[src/rtl/can_rx_buffer_pkg.sv]
// Shared CAN receive-path definitions: field widths and the stored frame record.
package can_defs;
  localparam int CAN_ID_W      = 11;
  localparam int CAN_MAX_BYTES = 8;

  typedef struct packed {
    logic [CAN_ID_W-1:0]           id;
    logic [3:0]                    dlc;
    logic [CAN_MAX_BYTES-1:0][7:0] data;
  } rx_frame_t;
endpackage

[src/rtl/can_rx_filter.sv]
// Single code/mask acceptance filter for standard identifiers; mask bit 1 = don't care.
module can_rx_filter
  import can_defs::*;
(
  input  logic [CAN_ID_W-1:0] rx_id,
  input  logic [CAN_ID_W-1:0] acc_code,
  input  logic [CAN_ID_W-1:0] acc_mask,
  input  logic                filter_en,
  output logic                accept
);
  assign accept = !filter_en || (((rx_id ^ acc_code) & ~acc_mask) == '0);
endmodule

[src/rtl/can_rx_buffer.sv]
// Filtered receive FIFO with registered first-word-fall-through head and overrun tracking.
module can_rx_buffer
  import can_defs::*;
#(
  parameter int DEPTH  = 8,
  parameter int DROP_W = 8
) (
  input  logic                           clk,
  input  logic                           rst,
  input  logic                           rx_valid,
  input  logic [CAN_ID_W-1:0]            rx_id,
  input  logic [3:0]                     rx_dlc,
  input  logic [CAN_MAX_BYTES-1:0][7:0]  rx_data,
  input  logic                           filter_en,
  input  logic [CAN_ID_W-1:0]            acc_code,
  input  logic [CAN_ID_W-1:0]            acc_mask,
  input  logic                           re,
  input  logic                           overrun_clr,
  output logic                           out_valid,
  output logic [CAN_ID_W-1:0]            out_id,
  output logic [3:0]                     out_dlc,
  output logic [CAN_MAX_BYTES-1:0][7:0]  out_data,
  output logic [$clog2(DEPTH+1)-1:0]     count,
  output logic                           full,
  output logic                           empty,
  output logic                           overrun,
  output logic [DROP_W-1:0]              drop_cnt
);
  localparam int PTR_W = $clog2(DEPTH);
  localparam int CNT_W = $clog2(DEPTH+1);

  rx_frame_t             mem [DEPTH];
  rx_frame_t             in_frame;
  rx_frame_t             out_frame_reg;
  rx_frame_t             out_frame_next;
  logic [PTR_W-1:0]      wr_ptr_reg, rd_ptr_reg, rd_ptr_next;
  logic [CNT_W-1:0]      count_reg, count_next;
  logic                  overrun_reg;
  logic [DROP_W-1:0]     drop_cnt_reg;
  logic                  accept, push, pop, overflow;

  can_rx_filter u_filter (
    .rx_id     (rx_id),
    .acc_code  (acc_code),
    .acc_mask  (acc_mask),
    .filter_en (filter_en),
    .accept    (accept)
  );

  assign full     = (count_reg == CNT_W'(DEPTH));
  assign empty    = (count_reg == '0);
  assign in_frame = '{id: rx_id, dlc: rx_dlc, data: rx_data};

  // A pop while full frees the slot this cycle, so the push still lands.
  assign pop      = re && !empty;
  assign push     = rx_valid && accept && (!full || re);
  assign overflow = rx_valid && accept && full && !re;

  always_comb begin
    count_next  = count_reg;
    rd_ptr_next = rd_ptr_reg;
    if (pop) rd_ptr_next = rd_ptr_reg + PTR_W'(1);
    case ({push, pop})
      2'b10:   count_next = count_reg + CNT_W'(1);
      2'b01:   count_next = count_reg - CNT_W'(1);
      default: count_next = count_reg;
    endcase
  end

  // The new frame becomes head when it lands in a buffer that is (or becomes) empty;
  // its slot is only written at this edge, so bypass the array read.
  always_comb begin
    out_frame_next = mem[rd_ptr_next];
    if (push && (count_reg - CNT_W'(pop)) == '0) out_frame_next = in_frame;
    else if (count_next == '0)                   out_frame_next = '0;
  end

  always_ff @(posedge clk) begin
    if (push && !rst) mem[wr_ptr_reg] <= in_frame;
  end

  always_ff @(posedge clk) begin
    if (rst) begin
      wr_ptr_reg    <= '0;
      rd_ptr_reg    <= '0;
      count_reg     <= '0;
      out_frame_reg <= '0;
    end else begin
      if (push) wr_ptr_reg <= wr_ptr_reg + PTR_W'(1);
      rd_ptr_reg    <= rd_ptr_next;
      count_reg     <= count_next;
      out_frame_reg <= out_frame_next;
    end
  end

  // An overflow in the same cycle as a clear restarts the tally at one.
  always_ff @(posedge clk) begin
    if (rst) begin
      overrun_reg  <= 1'b0;
      drop_cnt_reg <= '0;
    end else if (overflow) begin
      overrun_reg <= 1'b1;
      if (overrun_clr)              drop_cnt_reg <= DROP_W'(1);
      else if (drop_cnt_reg != '1)  drop_cnt_reg <= drop_cnt_reg + DROP_W'(1);
    end else if (overrun_clr) begin
      overrun_reg  <= 1'b0;
      drop_cnt_reg <= '0;
    end
  end

  assign out_valid = !empty;
  assign out_id    = out_frame_reg.id;
  assign out_dlc   = out_frame_reg.dlc;
  assign out_data  = out_frame_reg.data;
  assign count     = count_reg;
  assign overrun   = overrun_reg;
  assign drop_cnt  = drop_cnt_reg;
endmodule

[config.mk]
export PLATFORM = sky130hd
export DESIGN_NAME = can_rx_buffer
export DESIGN_NICKNAME = d
export VERILOG_FILES = /design/src/rtl/can_rx_buffer_pkg.sv /design/src/rtl/can_rx_filter.sv /design/src/rtl/can_rx_buffer.sv
export SDC_FILE = /design/constraint.sdc
export NUM_CORES = 1
export LEC_CHECK = 0
export CAP_MARGIN = 5
export CORE_MARGIN = 2
export CORE_UTILIZATION = 33
export CTS_CLUSTER_DIAMETER = 100
export DETAILED_ROUTE_END_ITERATION = 7
export PLACE_DENSITY = 0.48
export SETUP_SLACK_MARGIN = 0.5
export SLEW_MARGIN = 5
export SYNTH_ARGS = -nofsm -noshare
export SYNTH_HDL_FRONTEND = slang
export SYNTH_SLANG_ARGS = --single-unit
[constraint.sdc]
create_clock -name clk -period 11 [get_ports clk]
set_clock_uncertainty 0.1 [all_clocks]
set_input_delay 2.2 -clock clk [delete_from_list [all_inputs] [get_ports clk]]
set_output_delay 2.2 -clock clk [all_outputs]
set_load 0.02 [all_outputs]
==> results of run 1 <==
-- power breakdown --
part	switching [µW]	internal, µW	total [µW]	leakage, µW
registers	120	3130	3250	0.00650
logic	1530	1020	2550	0.00394
clock network	1140	1780	2920	0.00142
total	2790	5930	8720	0.0119
-- layout by cell type, fill, tap and decap left out, types with 77 or more instances in the layout --
| cell | n |
|---|---|
| nand3_1 | 318 |
| clkbuf_16 | 87 |
| a211o_1 | 78 |
| a22o_1 | 79 |
| a22oi_1 | 77 |
| nand2_1 | 163 |
| dfxtp_1 | 96 |
| edfxtp_1 | 632 |
| a221oi_1 | 77 |
| a32o_1 | 78 |
| a21oi_1 | 89 |
| mux4_2 | 158 |
| clkdlybuf4s50_1 | 201 |
-- cell families (layout without fill, tap and decap cells) --
group / after synthesis / count (layout) / share of synthesized area [%]
XOR/XNOR: 17 / 17 / 0.4839
other: 0 / 4 / 0
AND/OR/NAND/NOR: 548 / 548 / 7.947
AO/OA/AOI/OAI: 501 / 501 / 12.48
multiplexers: 171 / 171 / 11.42
flip-flops: 730 / 730 / 64.78
adder cells (fa/ha/maj): 8 / 8 / 0.3329
buffers and inverters: 211 / 415 / 2.563
-- critical path, cell delays in order --
cell and delay (ps):
clkdlybuf4s50_1 570, xnor2_1 720, o22ai_1 200, nor4_1 620
a21bo_2 380, nand2_1 270, ha_1 380, ha_1 360
nand3_1 120, a211o_1 300, a21oi_1 180, nor3_1 110
a211oi_4 230, buf_4 870, a32o_1 290
-- final cells by class --
class | count | area [µm²] | area share [%]
antenna | 4 | 10.01 | 0.02595
multi-input combinational | 1245 | 10680 | 27.69
tap | 1276 | 1597 | 4.138
clock inverter | 43 | 555.5 | 1.440
clock buffer | 114 | 2338 | 6.061
inverter | 6 | 27.53 | 0.07135
timing repair buffer | 252 | 2420 | 6.272
sequential | 730 | 20950 | 54.30
-- how the worst max path moves through the flow --
stage,from,endpoint,slack (ps),cells past startpoint
2_1_floorplan,acc_code[8],mem[0][0]$_DFFE_PP_,-740,7
3_3_place_gp,rx_id[9],out_data[44]$_SDFF_PP0_,3080,15
3_5_place_dp,rx_id[9],out_data[62]$_SDFF_PP0_,2940,15
4_1_cts,rx_id[9],out_data[62]$_SDFF_PP0_,3610,15
5_1_grt,rx_id[9],out_data[62]$_SDFF_PP0_,3260,15
6_report,rx_id[9],out_data[54]$_SDFF_PP0_,3600,15
-- per-stage QoR --
stage	cells	worst slack, ps	setup TNS, ps
floorplan	2186	-741.7	-175780
global placement	3509	3083	0
detailed placement	3509	2943	0
CTS	3666	3613	0
global route	3669	3260	0
finish	3670	3599	0
-- per-layer routing --
layer / part of all wire (%) / track usage, % / vias to the layer above / wire length [µm]
met5: 0.052 / 0 / - / 52
met4: 2.5 / 6.422 / 8 / 2502
met3: 5.2 / 3.032 / 147 / 5182
met2: 49 / 33.25 / 665 / 48810
met1: 43 / 26.04 / 11250 / 42570
li1: - / - / 9294 / -
==> impl_metrics.ini, run 1 <==
[flow_run]
maxCapViolCount = 0

[setup_path]
timing.rr.end = out_id[9]$_SDFF_PP0_
reg2reg_depth = 9
crit_fanout = 58
crit_path_end_kind = flop
r2r_setup_slack_ps = 5960
worstSetupStartpointType = input port
timing_worst_setup_path_type = input port to flop
worstPathArrival_ps = 7870
critical_path_required_ps = 11470
r2r_start = count[1]$_SDFF_PP0_

[yosys]
synth.most_common_cell = edfxtp_1
synth.top_cells.by_count = edfxtp_1, nand3_1, nand2_1
synth_area_per_cell_um2 = 14.79
synth-main-ff-cell = edfxtp_1
ys_top_cells_by_area = edfxtp_1, mux4_2, dfxtp_1, nand3_1, a32o_1
yosys.cell_types.count = 50
ys.warnings.count = 0
synth_top_area_share_pct = 58.71
synth_edf_count = 632
async_flop_share_pct = 0
syn-cell-area_um2 = 32320
synth_top_cell_by_area = edfxtp_1
ys_ff_latch = 730
synth-seq-area-share_pct = 64.78
syn_nets = 2301
syn_inst = 2186

[detailed_routing]
wire_per_inst_um = 27.01
first_pass_iters = 6
vias_per_cell = 5.821
ant_nets = 0
wl_um = 99120
drc_errors = 0
num_vias = 21364
drtIter0Drc = 1539

[clock_network]
clk_path_buf_depth = 3
insertion_delay_ps = 640
cts-root-buf = clkbuf_16
cts_buffers = 84
htreeDepth = 3
clock_sinks = 730
cts_setup_buffers = 0
cts_tree = done
cts_resized = 0
cts_hold_buf = 0
clkSlewWorstSetupHoldPaths_ps = 60

[hold_path]
holdCritStartpoint = overrun$_SDFFE_PP0P_
hold_path_end = overrun$_SDFFE_PP0P_
hold_depth = 2
worstHoldPathType = flop to flop

[timing]
max_freq_mhz = 135.1
hold-worst-slack_ps = 375.0
setup_viol = 0
rsz0062_at_grt = false
worst_pin_slew_ps = 1136
min_period_over_period_pct = 67.28
min_period_ps = 7401
slew_headroom_pct = 24.28
hold_viol = 0
drv_slew = 0

[floorplan]
die_y_um = 317.0
die_x_um = 317.0
die_area_um2 = 100500
initial_core_util_pct = 33.37
ios = 202
coreArea_um2 = 96850
rows = 114

[layout]
post-route-cell-area_um2 = 38580
fillers = 8812
layout.nets = 2434
synthToLayoutAreaGrowth_pct = 19.35
fin_util_pct = 39.83
largest_reg_flops = 632
layout-drive-gt1-share_pct = 15.31
top_register = mem

[power_and_ir_drop]
vdd_drop_max_v = 0.0001446
powerDensity_nw_per_um2 = 226.1
power_uw = 8721
p_leak_uw = 0.01185

[placed_design]
dp_hpwl_um = 51580
dpl-instance-area_um2 = 35680
place.port_buffers = 201
routabilityCongestion = 0.7235

[grt]
grt_pass1_vias = 22003
antenna_found_initial = 8
grt_overflow = 0
grt_start_max_net_pins = 138
grt_usage_pct = 19.71
grt_pass1_wl_um = 146600

[outcome]
status = completed
Note: power is estimated with default switching activity, not from simulation.
==> run 2: changes to the inputs <==
- PLACE_DENSITY: 0.48 -> 0.46
- clock period: 11 -> 7.3 ns (I/O delays scaled with it)
==> run 2 against run 1 <==
Effect of this change:
- flip-flop and latch count is the same
- clock power rose by 45%
- non-clock buffer count down 2
- cell count hardly changed
- largest cell class unchanged
- highest routed layer unchanged
- final area rose by 0.13%
- largest power group unchanged
- critical path type unchanged
- setup slack got worse by 2200 ps
==> impl_metrics.ini, run 2 (synthesis gave the netlist of run 1 again) <==
[timing]
rsz0062_at_grt = false
min_period_ps = 5912
setup_viol = 0
hold_viol = 0
drv_slew = 0
min_period_over_period_pct = 80.99
max_freq_mhz = 169.1
slew_headroom_pct = 19.53
hold-worst-slack_ps = 374.5
worst_pin_slew_ps = 1204

[floorplan]
rows = 114
ios = 202
initial_core_util_pct = 33.37
die_area_um2 = 100500
die_x_um = 317.0
die_y_um = 317.0
coreArea_um2 = 96850

[detailed_routing]
wire_per_inst_um = 27.43
vias_per_cell = 5.816
first_pass_iters = 5
drc_errors = 0
ant_nets = 0
wl_um = 100600
drtIter0Drc = 1757
num_vias = 21329

[setup_path]
timing.critical_path.max_delay_family = compound AO/OA/AOI/OAI gates
timing_worst_setup_path_type = input port to flop
cpPeakStageDelay_ps = 680
worstPathArrival_ps = 6380
worstSetupStartpointType = input port
crit_slowest_cell = clkdlybuf4s50_1
crit_fanout = 13
crit_chain = clkdlybuf4s50_1 > xnor2_1 > buf_4 > o22ai_1 > nor4_1 > a21bo_2 > nand2_1 > ha_1 > ha_1 > nand3_1 > a211o_1 > a21oi_1 > nor3_1 > a211oi_4 > buf_4 > a32o_1
critical_path_required_ps = 7770
crit_path_end_kind = flop
path_buf_inv = 3

[power_and_ir_drop]
pwr-share-clk_pct = 32.4
combPwrFrac_pct = 30.2
p_leak_uw = 0.01183
p_int_uw = 8830
p_sw_share_pct = 32.28
power_uw = 13040
switching_power_uw = 4210
vdd_drop_max_v = 0.0002461
seq_power_share_pct = 37.4
powerDensity_nw_per_um2 = 337.6

[placed_design]
dpl-instance-area_um2 = 35860
dp_hpwl_um = 50750
place.port_buffers = 201
routabilityCongestion = 0.7362

[grt]
grt_usage_pct = 19.88
grt_start_max_net_pins = 156
grt_overflow = 0
antenna_found_initial = 9
grt_pass1_wl_um = 147400
grt_pass1_vias = 21880

[layout]
final_common_cell = edfxtp_1
post-route-cell-area_um2 = 38630
top_register = mem
fin_util_pct = 39.89
largest_reg_flops = 632
layout.nets = 2433
layout-drive-gt1-share_pct = 15.05
final_cell_mix = edfxtp_1, nand3_1, clkdlybuf4s50_1, nand2_1, mux4_2
synthToLayoutAreaGrowth_pct = 19.51

[flow_run]
maxCapViolCount = 0

[clock_network]
cts_hold_buf = 0
clk_path_buf_depth = 3
insertion_delay_ps = 640
clock_sinks = 730
cts-root-buf = clkbuf_16
htreeDepth = 3
cts_tree = done
cts_resized = 0
clkSlewWorstSetupHoldPaths_ps = 60
cts_buffers = 85
cts_setup_buffers = 0

[hold_path]
worstHoldPathType = flop to flop

[outcome]
status = completed
-- run 2: changes by cell type in the layout (fill, tap and decap cells not counted), moves of 3 or more --
cell / previous run / this run
buf_12: 2 / 15
buf_4: 49 / 34
bufinv_16: 12 / 6
clkbuf_8: 6 / 10
nor4_2: 3 / 0
nor4_4: 0 / 3
-- run 2: power by group through the flow --
stage	Sequential, µW	Combinational, µW	Clock (µW)
6_report	4880	3930	4230
5_1_grt	4900	4260	4480
4_1_cts	4890	3990	4320
3_5_place_dp	4970	3980	0
3_3_place_gp	4980	3920	0
2_1_floorplan	5030	2460	0
-- run 2: worst paths after layout --
| path | start | endpoint | slack, ps | cells after the start |
|---|---|---|---|---|
| min | overrun$_SDFFE_PP0P_ | overrun$_SDFFE_PP0P_ | 370 | 2 |
| max | rx_id[9] | out_data[56]$_SDFF_PP0_ | 1390 | 16 |
| max reg2reg | count[0]$_SDFF_PP0_ | out_data[12]$_SDFF_PP0_ | 3150 | 9 |
| min reg2reg | overrun$_SDFFE_PP0P_ | overrun$_SDFFE_PP0P_ | 370 | 2 |
-- run 2: cell type report --
type,count,area [µm²]
Sequential cell,730,20950
Tap cell,1276,1597
Timing Repair Buffer,250,2567
Clock buffer,121,2447
Inverter,6,27.53
Clock inverter,34,314.1
Multi-Input combinational cell,1245,10720
Antenna cell,5,12.51
Fill cell,8842,58220
-- run 2: layer usage --
metal	vias up	global-route usage [%]	wire length [µm]
met4	6	5.800	2179
met3	143	2.915	4930
met5	-	0	43
met1	11277	26.91	44100
met2	608	33.19	49340
li1	9295	-	-
-- run 2: per-stage QoR --
stage / std cells / setup WS (ps) / setup TNS (ps)
finish: 3667 / 1388 / 0
global route: 3665 / 1140 / 0
CTS: 3662 / 1453 / 0
detailed placement: 3507 / 797.2 / 0
global placement: 3507 / 976.8 / 0
floorplan: 2186 / -1479 / -350570
-- run 2: tightest hold or removal path: stages, from the launching register on --
cell and delay [ps]:
dfxtp_1 310, nand2b_1 60, a21oi_1 60
